<file path="src/rtl/seg7_mux_driver.sv">
// seg7_mux_driver
//   Multiplexed seven-segment driver for N_DIGITS digits. A load request
//   starts a sequential double-dabble conversion of 'value' (optionally
//   two's complement) into BCD. When the conversion finishes, the result is
//   copied into the display registers. A free-running refresh counter scans
//   the digit anodes. The scan supports leading-zero blanking, a minus sign
//   and an all-minus overflow indication.
//
// Handshake: a request is accepted on a rising edge where load=1 and busy=0.
//   busy stays high from the edge after acceptance until the edge after the
//   done pulse. Requests made while busy=1 are dropped and not queued.
//   done is high for exactly one cycle. The new result, neg and ovf are
//   already in the display registers during that cycle.
//
// Ports:
//   CLK_50  in   system clock, rising edge
//   RST_N   in   asynchronous active-low reset
//   value   in   [IN_WIDTH-1:0] binary value, sampled on an accepted load
//   load    in   conversion request
//   busy    out  conversion in progress
//   done    out  one-cycle pulse, new result on display
//   ovf     out  last accepted value did not fit the display
//   SSeg    out  [0:6] segments a..g, active-low (SSeg[0]=a)
//   an      out  [N_DIGITS-1:0] active-low one-hot anodes, an[0] = LSD
module seg7_mux_driver #(
  parameter int N_DIGITS    = 4,
  parameter int IN_WIDTH    = 9,
  parameter bit SIGNED      = 1'b0,
  parameter bit BLANK_LZ    = 1'b1,
  parameter int REFRESH_DIV = 50000
) (
  input  logic                CLK_50,
  input  logic                RST_N,
  input  logic [IN_WIDTH-1:0] value,
  input  logic                load,
  output logic                busy,
  output logic                done,
  output logic                ovf,
  output logic [0:6]          SSeg,
  output logic [N_DIGITS-1:0] an
);

  localparam int BCD_W = 4 * N_DIGITS;
  localparam int CNT_W = $clog2(IN_WIDTH + 1);
  localparam int REF_W = $clog2(REFRESH_DIV);
  localparam int IDX_W = $clog2(N_DIGITS);
  localparam int MP_W  = IDX_W + 1;

  localparam logic [0:6] SEG_BLANK = 7'b1111111;
  localparam logic [0:6] SEG_MINUS = 7'b1111110;
  localparam logic [0:6] SEG_ZERO  = 7'b0000001;

  function automatic logic [31:0] pow10(input int n);
    logic [31:0] r;
    r = 32'd1;
    for (int i = 0; i < n; i++) r = r * 32'd10;
    return r;
  endfunction

  // A negative result gives up one digit position to the minus sign.
  localparam logic [31:0] LIMIT_POS = pow10(N_DIGITS) - 32'd1;
  localparam logic [31:0] LIMIT_NEG = pow10(N_DIGITS - 1) - 32'd1;

  function automatic logic [0:6] seg_decode(input logic [3:0] nib);
    case (nib)
      4'd0:    seg_decode = 7'b0000001;
      4'd1:    seg_decode = 7'b1001111;
      4'd2:    seg_decode = 7'b0010010;
      4'd3:    seg_decode = 7'b0000110;
      4'd4:    seg_decode = 7'b1001100;
      4'd5:    seg_decode = 7'b0100100;
      4'd6:    seg_decode = 7'b0100000;
      4'd7:    seg_decode = 7'b0001111;
      4'd8:    seg_decode = 7'b0000000;
      4'd9:    seg_decode = 7'b0000100;
      default: seg_decode = SEG_BLANK;
    endcase
  endfunction

  typedef enum logic [1:0] {
    S_IDLE  = 2'd0,
    S_SHIFT = 2'd1,
    S_DONE  = 2'd2
  } state_t;

  state_t state_q, state_d;

  // Conversion working registers
  logic [IN_WIDTH-1:0] mag;
  logic [BCD_W-1:0]    bcd;
  logic [CNT_W-1:0]    bit_cnt;
  logic                neg_work;
  logic                ovf_work;

  // Display registers
  logic [BCD_W-1:0]    disp_bcd;
  logic                disp_neg;

  // Refresh scan
  logic [REF_W-1:0]    ref_cnt;
  logic [IDX_W-1:0]    digit_idx;

  // Capture-side arithmetic
  logic                neg_in;
  logic [IN_WIDTH-1:0] mag_in;
  logic [31:0]         mag_ext;
  logic                ovf_in;

  assign neg_in  = SIGNED ? value[IN_WIDTH-1] : 1'b0;
  // Negation in IN_WIDTH bits: the most negative value maps to its correct
  // unsigned magnitude (e.g. 9'h100 -> 256).
  assign mag_in  = neg_in ? -value : value;
  assign mag_ext = {{(32-IN_WIDTH){1'b0}}, mag_in};
  assign ovf_in  = mag_ext > (neg_in ? LIMIT_NEG : LIMIT_POS);

  // Double-dabble step: correct each nibble, then shift {bcd, mag} left.
  logic [BCD_W-1:0]    bcd_adj;
  logic [BCD_W-1:0]    bcd_shift;
  logic                bcd_spill;
  logic [IN_WIDTH-1:0] mag_shift;

  always_comb begin
    bcd_adj = bcd;
    for (int d = 0; d < N_DIGITS; d++) begin
      if (bcd[4*d +: 4] >= 4'd5) bcd_adj[4*d +: 4] = bcd[4*d +: 4] + 4'd3;
    end
    {bcd_spill, bcd_shift} = {bcd_adj, mag[IN_WIDTH-1]};
    mag_shift = {mag[IN_WIDTH-2:0], 1'b0};
  end

  // FSM next state and status outputs
  always_comb begin
    state_d = state_q;
    busy    = 1'b0;
    done    = 1'b0;
    case (state_q)
      S_IDLE: begin
        if (load) state_d = S_SHIFT;
      end
      S_SHIFT: begin
        busy = 1'b1;
        if (bit_cnt == CNT_W'(1)) state_d = S_DONE;
      end
      S_DONE: begin
        busy    = 1'b1;
        done    = 1'b1;
        state_d = S_IDLE;
      end
      default: state_d = S_IDLE;
    endcase
  end

  always_ff @(posedge CLK_50 or negedge RST_N) begin
    if (!RST_N) state_q <= S_IDLE;
    else        state_q <= state_d;
  end

  // Conversion datapath. The display registers are loaded on the final
  // shift edge, so they hold the new result during the done cycle.
  always_ff @(posedge CLK_50 or negedge RST_N) begin
    if (!RST_N) begin
      mag      <= '0;
      bcd      <= '0;
      bit_cnt  <= '0;
      neg_work <= 1'b0;
      ovf_work <= 1'b0;
      disp_bcd <= '0;
      disp_neg <= 1'b0;
      ovf      <= 1'b0;
    end else begin
      case (state_q)
        S_IDLE: begin
          if (load) begin
            mag      <= mag_in;
            bcd      <= '0;
            bit_cnt  <= CNT_W'(IN_WIDTH);
            neg_work <= neg_in;
            ovf_work <= ovf_in;
          end
        end
        S_SHIFT: begin
          mag     <= mag_shift;
          bcd     <= bcd_shift;
          bit_cnt <= bit_cnt - CNT_W'(1);
          // A carry out of the top nibble also means the value did not
          // fit. ovf_in already covers this case, so the OR only keeps the
          // two indications consistent.
          if (bit_cnt == CNT_W'(1)) begin
            disp_bcd <= bcd_shift;
            disp_neg <= neg_work;
            ovf      <= ovf_work | bcd_spill;
          end else begin
            ovf_work <= ovf_work | bcd_spill;
          end
        end
        default: ;
      endcase
    end
  end

  // Refresh counter and digit index, free running
  always_ff @(posedge CLK_50 or negedge RST_N) begin
    if (!RST_N) begin
      ref_cnt   <= '0;
      digit_idx <= '0;
    end else if (ref_cnt == REF_W'(REFRESH_DIV - 1)) begin
      ref_cnt <= '0;
      if (digit_idx == IDX_W'(N_DIGITS - 1)) digit_idx <= '0;
      else                                   digit_idx <= digit_idx + IDX_W'(1);
    end else begin
      ref_cnt <= ref_cnt + REF_W'(1);
    end
  end

  // Digit content for the current scan index
  logic [IDX_W-1:0] hi_digit;
  logic [MP_W-1:0]  minus_pos;
  logic [3:0]       cur_nib;
  logic [0:6]       seg_d;
  logic [N_DIGITS-1:0] an_d;

  always_comb begin
    hi_digit = '0;
    cur_nib  = '0;
    for (int d = 0; d < N_DIGITS; d++) begin
      if (disp_bcd[4*d +: 4] != 4'd0) hi_digit = IDX_W'(d);
      if (IDX_W'(d) == digit_idx)     cur_nib  = disp_bcd[4*d +: 4];
    end
    // hi_digit is 0 for a zero magnitude, which puts the minus at index 1.
    minus_pos = BLANK_LZ ? ({1'b0, hi_digit} + MP_W'(1)) : MP_W'(N_DIGITS - 1);

    if (ovf)                                          seg_d = SEG_MINUS;
    else if (disp_neg && {1'b0, digit_idx} == minus_pos) seg_d = SEG_MINUS;
    else if (BLANK_LZ && digit_idx > hi_digit)        seg_d = SEG_BLANK;
    else                                              seg_d = seg_decode(cur_nib);

    an_d = ~(N_DIGITS'(1) << digit_idx);
  end

  // Segments and anodes share one register stage so they switch together.
  always_ff @(posedge CLK_50 or negedge RST_N) begin
    if (!RST_N) begin
      SSeg <= SEG_ZERO;
      an   <= {{(N_DIGITS-1){1'b1}}, 1'b0};
    end else begin
      SSeg <= seg_d;
      an   <= an_d;
    end
  end

endmodule

</file>
<file path="config.mk">
export PLATFORM = sky130hd
export DESIGN_NAME = seg7_mux_driver
export DESIGN_NICKNAME = d
export VERILOG_FILES = /design/src/rtl/seg7_mux_driver.sv
export SDC_FILE = /design/constraint.sdc
export NUM_CORES = 1
export LEC_CHECK = 0
export ABC_AREA = 0
export CORE_UTILIZATION = 55
export CTS_CLUSTER_DIAMETER = 100
export DETAILED_ROUTE_END_ITERATION = 8
export PLACE_DENSITY = 0.81
export REMOVE_ABC_BUFFERS = 1
export SLEW_MARGIN = 20
export SYNTH_ARGS = -nofsm -noshare
export SYNTH_HDL_FRONTEND = slang
export SYNTH_SLANG_ARGS = --single-unit
export TNS_END_PERCENT = 30
</file>
<file path="constraint.sdc">
create_clock -name CLK_50 -period 5.9 [get_ports CLK_50]
set_input_delay 1.18 -clock CLK_50 [delete_from_list [all_inputs] [get_ports CLK_50]]
set_output_delay 1.18 -clock CLK_50 [all_outputs]
set_load 0.005 [all_outputs]
</file>
-- Word level (Yosys, flattened, before mapping)
Memory sizes are Yosys's and may differ from the RTL's.
Cells that the tools add are included.
- equal/unequal tests: 11
- $add $sub $neg: 7
- bitwise logic cells: 2
- shifts and indexed selects: 1
- mux-type cells: 29
- reduce and logical (&&, ||, !) cells: 11
- $lt $le $gt $ge: 6
- operators with widths (kind ; count):
    $mux W4 ; 9
    $mux W16 ; 2
    $pmux W16 S2 ; 1
    $pmux W9 S2 ; 1
    $add A16 B1 Y16 const B ; 1
    $add A4 B2 Y4 const B ; 4
    $eq A16 B16 Y1 const B ; 1
    $ge A4 B3 Y1 const B ; 4
    $gt A9 B14 Y1 const B ; 1
    $mux W7 ; 2
    $reduce_bool A4 Y1 ; 3
    $mux W2 ; 5
    $mux W9 ; 1
    $pmux W4 S2 ; 1
    $ne A2 B2 Y1 const B ; 3
    $reduce_and A2 Y1 ; 3
    $mux W1 ; 5
    $eq A2 B2 Y1 const A ; 2
    $eq A2 B2 Y1 const B ; 2
    $eq A4 B1 Y1 const B ; 1
    $logic_not A2 Y1 ; 2
    $not A4 Y4 ; 1
    $pmux W2 S2 ; 1
    $shl A1 B2 Y4 const A ; 1
    10 further kinds ; 10
- word-level logic and storage cells: 79
- flip-flop bits (word level): 78
- output and inout bits: 14
- bits of input ports: 12
- memory bits (read-only): 112
- memories: 1
- memories (name ; words ; width ; read ports ; clocked after Yosys merged registers in ; wr ports ; RTL line ; RTL):
    (no name shown) ; 16 ; 7 ; 1 ; 0 ; 0 ; 65 ; case (nib)

-- Longest topological paths before layout
An unclocked memory read counts as a cell.
- depth after elaboration: 8
- depth in mapped cells: 10
- gate-level depth less buffers: 9

-- Worst setup path after synthesis
OpenSTA, ideal clock, no wires.
- path kind: register to register
- from: register digit_idx[0]
- to: register SSeg[5] (netlist bit)
- slack: 3800 ps
- path buffers: 1
- library setup time: 148 ps
- cell stages (with the launch flop): 11
- data arrival time: 1951 ps
- period minus slack after synthesis: 2100 ps
- required time: 5752 ps
- cells stage by stage: dfrtp_1 > inv_1 > ha_1 > buf_6 > a211o_2 > o221ai_1 > inv_1 > ha_1 > inv_1 > mux2_2 > a22oi_1
- word-level cells in the longest chain between the ends: 8
- elaborated cells on any way between the ends: 12
- classes of those cells: order compare: 1; eq/ne: 3; mux: 6; reduce/logical: 1; memory: 1
- ends and longest elaborated chain (item ; RTL line ; RTL):
    start, declared ; 101 ; logic [IDX_W-1:0] digit_idx;
    start signal, assigned ; 209 ; else digit_idx <= digit_idx + IDX_W'(1);
    $logic_not A2 Y1 ; 227 ; if (IDX_W'(d) == digit_idx) cur_nib = disp_bcd[4*d +: 4];
    $mux W4 (4 in series) ; 227 ;
    $mem_v2 Z16 W7 ; - ;
    $mux W7 * ; 234 ; else if (BLANK_LZ && digit_idx > hi_digit) seg_d = SEG_BLANK;
    $mux W7 * ; 232 ; if (ovf) seg_d = SEG_MINUS;
    net seg_d (one bit) ; 219 ; logic [0:6] seg_d;
    end signal, assigned ; 246 ; SSeg <= seg_d;
    end, declared ; 39 ; output logic [0:6] SSeg,
Mark *: on every way through the listed nets, which the timed path passes. The rest lies on a longest branch.
A chain may end at the register's enable or synchronous reset.

-- Worst setup path in the final report
- from: register state_q[0]
- to: output port busy
- word-level cells in the longest chain between the ends: 3
- elaborated cells on any way between the ends: 4
- classes of those cells: eq/ne: 2; mux: 1; reduce/logical: 1
- ends and longest elaborated chain (item ; RTL line ; RTL):
    start, declared ; 86 ; state_t state_q, state_d;
    start signal, assigned ; 155 ; else state_q <= state_d;
    $eq A2 B1 Y1 or $eq A2 B2 Y1 (tied branches) ; 136 ; case (state_q)
    $reduce_or A2 Y1 (no line) * ; - ;
    $mux W1 * ; 136 ;
    end, declared ; 36 ; output logic busy,
Mark *: on every way between the ends. The rest lies on a longest branch, timed or not.

==> flow_summary.yaml <==
yosys:
  yosys_warnings: 0
  synthArstFlopShare_pct: 100.0
  ys_seq_elements: 78
  syn_inst: 393
  ys_types: 56
  avgSynthCellArea_um2: 10.32
  ys.flop_type: "dfrtp_1"
  synth_area_mm2: 0.004055
  synth-edff-count: 0
  ys_seq_area_share_pct: 48.26
timing:
  slew_headroom_pct: 37.42
  fmax_mhz: 364.0
  finalMaxSlewViolations: 0
  fin_setup_tns_ps: 0
  skew_ps: 13.52
  rsz0062_at_grt: "no"
  fin_crit_sh_pct: 46.57
  layout_min_cycle_time_ps: 2748
  setup_viol: 0
  tightestPinTransition_ps: 938.8
  final_hold_viol_count: 0
global_routing:
  met1_usage_pct: 29.54
  grtUsageMet3_pct: 4.901
  grt_overflow: 0
  gr-usage-met2_pct: 36.29
  grt_first_pass_wirelength_mm: 13.23
  first_global_vias: 2893
  busiest_layer: "met2"
  grt_max_degree: 79
  grt_util_all_layers_pct: 22.33
  antenna_found_initial: 0
die:
  rows: 30
  fp.dieW_um: 87.87
  io_pins: 26
  floorplan.initialDensity_pct: 58.40
  dieArea_mm2: 0.007720
  coreArea_mm2: 0.006944
  die_height_um: 87.87
route:
  drt_iter0_drc: 119
  totalWireLength_mm: 7.601
  first_pass_iters: 5
  ant_nets: 0
  routedWlPerCell_um: 14.67
  vias_per_cell: 5.768
  drc: 0
  vias: 2988
clock_tree:
  postCtsSetupRepairBufs: 0
  clkTransAtPathRegs_ps: 90
  cts_resized: 0
  hold_buffers: 0
  clkLatencyLatePin_ps: 360
  numClockSinks: 78
  cts.root.buffer_cell: "clkbuf_8"
  cts.path.max_buffers: 2
  cts_made_buffers: 9
  cts.htree.levels: 3
  cts_tree: "built"
cells_and_area:
  layout-drive-gt1-share_pct: 9.242
  stdcell_area_mm2: 0.004549
  diodes: 0
  area_growth_pct: 12.19
  final_common_cell: "dfrtp_1"
  fin_nets: 455
  fin_cells: 518
  final_cell_mix: "dfrtp_1, nand2_1, o21ai_0"
power:
  p_leak_nw: 1.965
  powerDensity_mw_per_mm2: 430.1
  irDropWorstVdd_mv: 0.3718
  power_mw: 1.957
placed_design:
  dp.cells: 502
  gp_congestion: 0.7724
  numPortBuffers: 25
  dp_hpwl_mm: 5.340
  placed_area_mm2: 0.004358
worst_setup_path:
  cp-end-kind: "output pin"
  critPathKind: "reg -> out"
  cp.arrival_ps: 1570
  critPathMaxFanout: 3
  crit_required_ps: 4720
  start_kind: "flip-flop"
worst_hold_path:
  hold_path_class: "reg -> reg"
run:
  drv_cap: 0
status:
  status: "finished clean"
==> stage by stage <==
| stage | hold slack (ps) | setup WS [ps] | utilization (%) |
|---|---|---|---|
| finish | 487.9 | 3152 | 65.51 |
| global route | 513.2 | 3029 | 65.51 |
| CTS | 490.5 | 3021 | 65.41 |
| detailed placement | 472.0 | 2894 | 62.76 |
| global placement | 462.6 | 3012 | 62.76 |
| floorplan | 438.6 | 3640 | - |
==> where the power goes <==
| part | switching (mW) | leakage [nW] | total (mW) | internal (mW) |
|---|---|---|---|---|
| registers | 0.0935 | 1.01 | 0.760 | 0.667 |
| clock network | 0.200 | 0.0890 | 0.376 | 0.177 |
| logic | 0.466 | 0.869 | 0.820 | 0.354 |
| total | 0.759 | 1.96 | 1.96 | 1.20 |
==> critical path, stage by stage, from the launching register on <==
cell and delay [ps]:
dfrtp_1 370, inv_1 80, ha_1 270, clkdlybuf4s50_1 490
==> registers in the layout, summed over array words and instances (netlist names), 2 cells and up <==
register and cells:
bcd 16, mag 9, SSeg 7, an 4, ref_cnt 16, digit_idx 2, state_q 2, disp_bcd 16
bit_cnt 4
==> synth_stat cells (all sizes together), types with 2 or more instances <==
cell type	instances	area [µm²]
xnor2	13	113.9
nor3	5	25.02
ha	26	325.3
buf	4	35.03
a22oi	3	22.52
nor4	3	33.78
and4	2	17.52
nand3b	3	22.52
nand4	4	25.02
nor2b	4	25.02
a32o	4	40.04
or4	2	15.01
mux2	8	93.84
o31ai	6	45.04
or4bb	2	22.52
nand2	39	146.4
a221oi	3	38.79
nor3b	11	93.84
inv	27	101.4
o22ai	7	43.79
a211oi	3	22.52
mux2i	12	120.1
clkbuf	8	30.03
dfstp	4	105.1
nand2b	6	37.54
xor2	3	26.28
nand3	6	30.03
a2bb2oi	2	17.52
nor2	23	86.33
dfrtp	74	1852
o21ai	40	200.2
a21oi	19	95.09
==> logic make-up after synthesis <==
kind of cell	count (synthesis)	share of synthesized area, %
and+or+nand+nor	115	15.37
AOI/OAI and AO/OA	99	15.52
DFF	78	48.26
buffers and inverters	39	4.104
adders and majority gates	26	8.022
muxes	20	5.276
xor gates and xnor gates	16	3.456
==> final cells by class <==
type	count	area [µm²]
clock buffer	12	155.1
fill	569	2395
sequential	78	1957
clock inverter	4	28.78
timing repair buffer	25	247.7
multi-input combinational	276	1939
inverter	27	101.3
tap	96	120.1
==> final timing paths <==
check / start / endpoint / slack [ps] / cells after the start
worst max-delay path: state_q[0] / busy / 3150 / 3
worst max register to register: bit_cnt[1] / disp_bcd[15] / 3230 / 6
min in group asynchronous: RST_N / SSeg[0] / 960 / 1
max in group asynchronous: RST_N / disp_bcd[8] / 4330 / 1
worst min-delay path: mag[3] / mag[3] / 490 / 2
worst min register to register: mag[3] / mag[3] / 490 / 2
==> per-layer routing <==
metal / part of all wire [%] / vias up
met3: 2.9 / 8
met4: 1.3 / 0
met2: 48 / 47
met5: 0 / -
li1: - / 1451
met1: 48 / 1482
(Power assumes the default switching activity.)
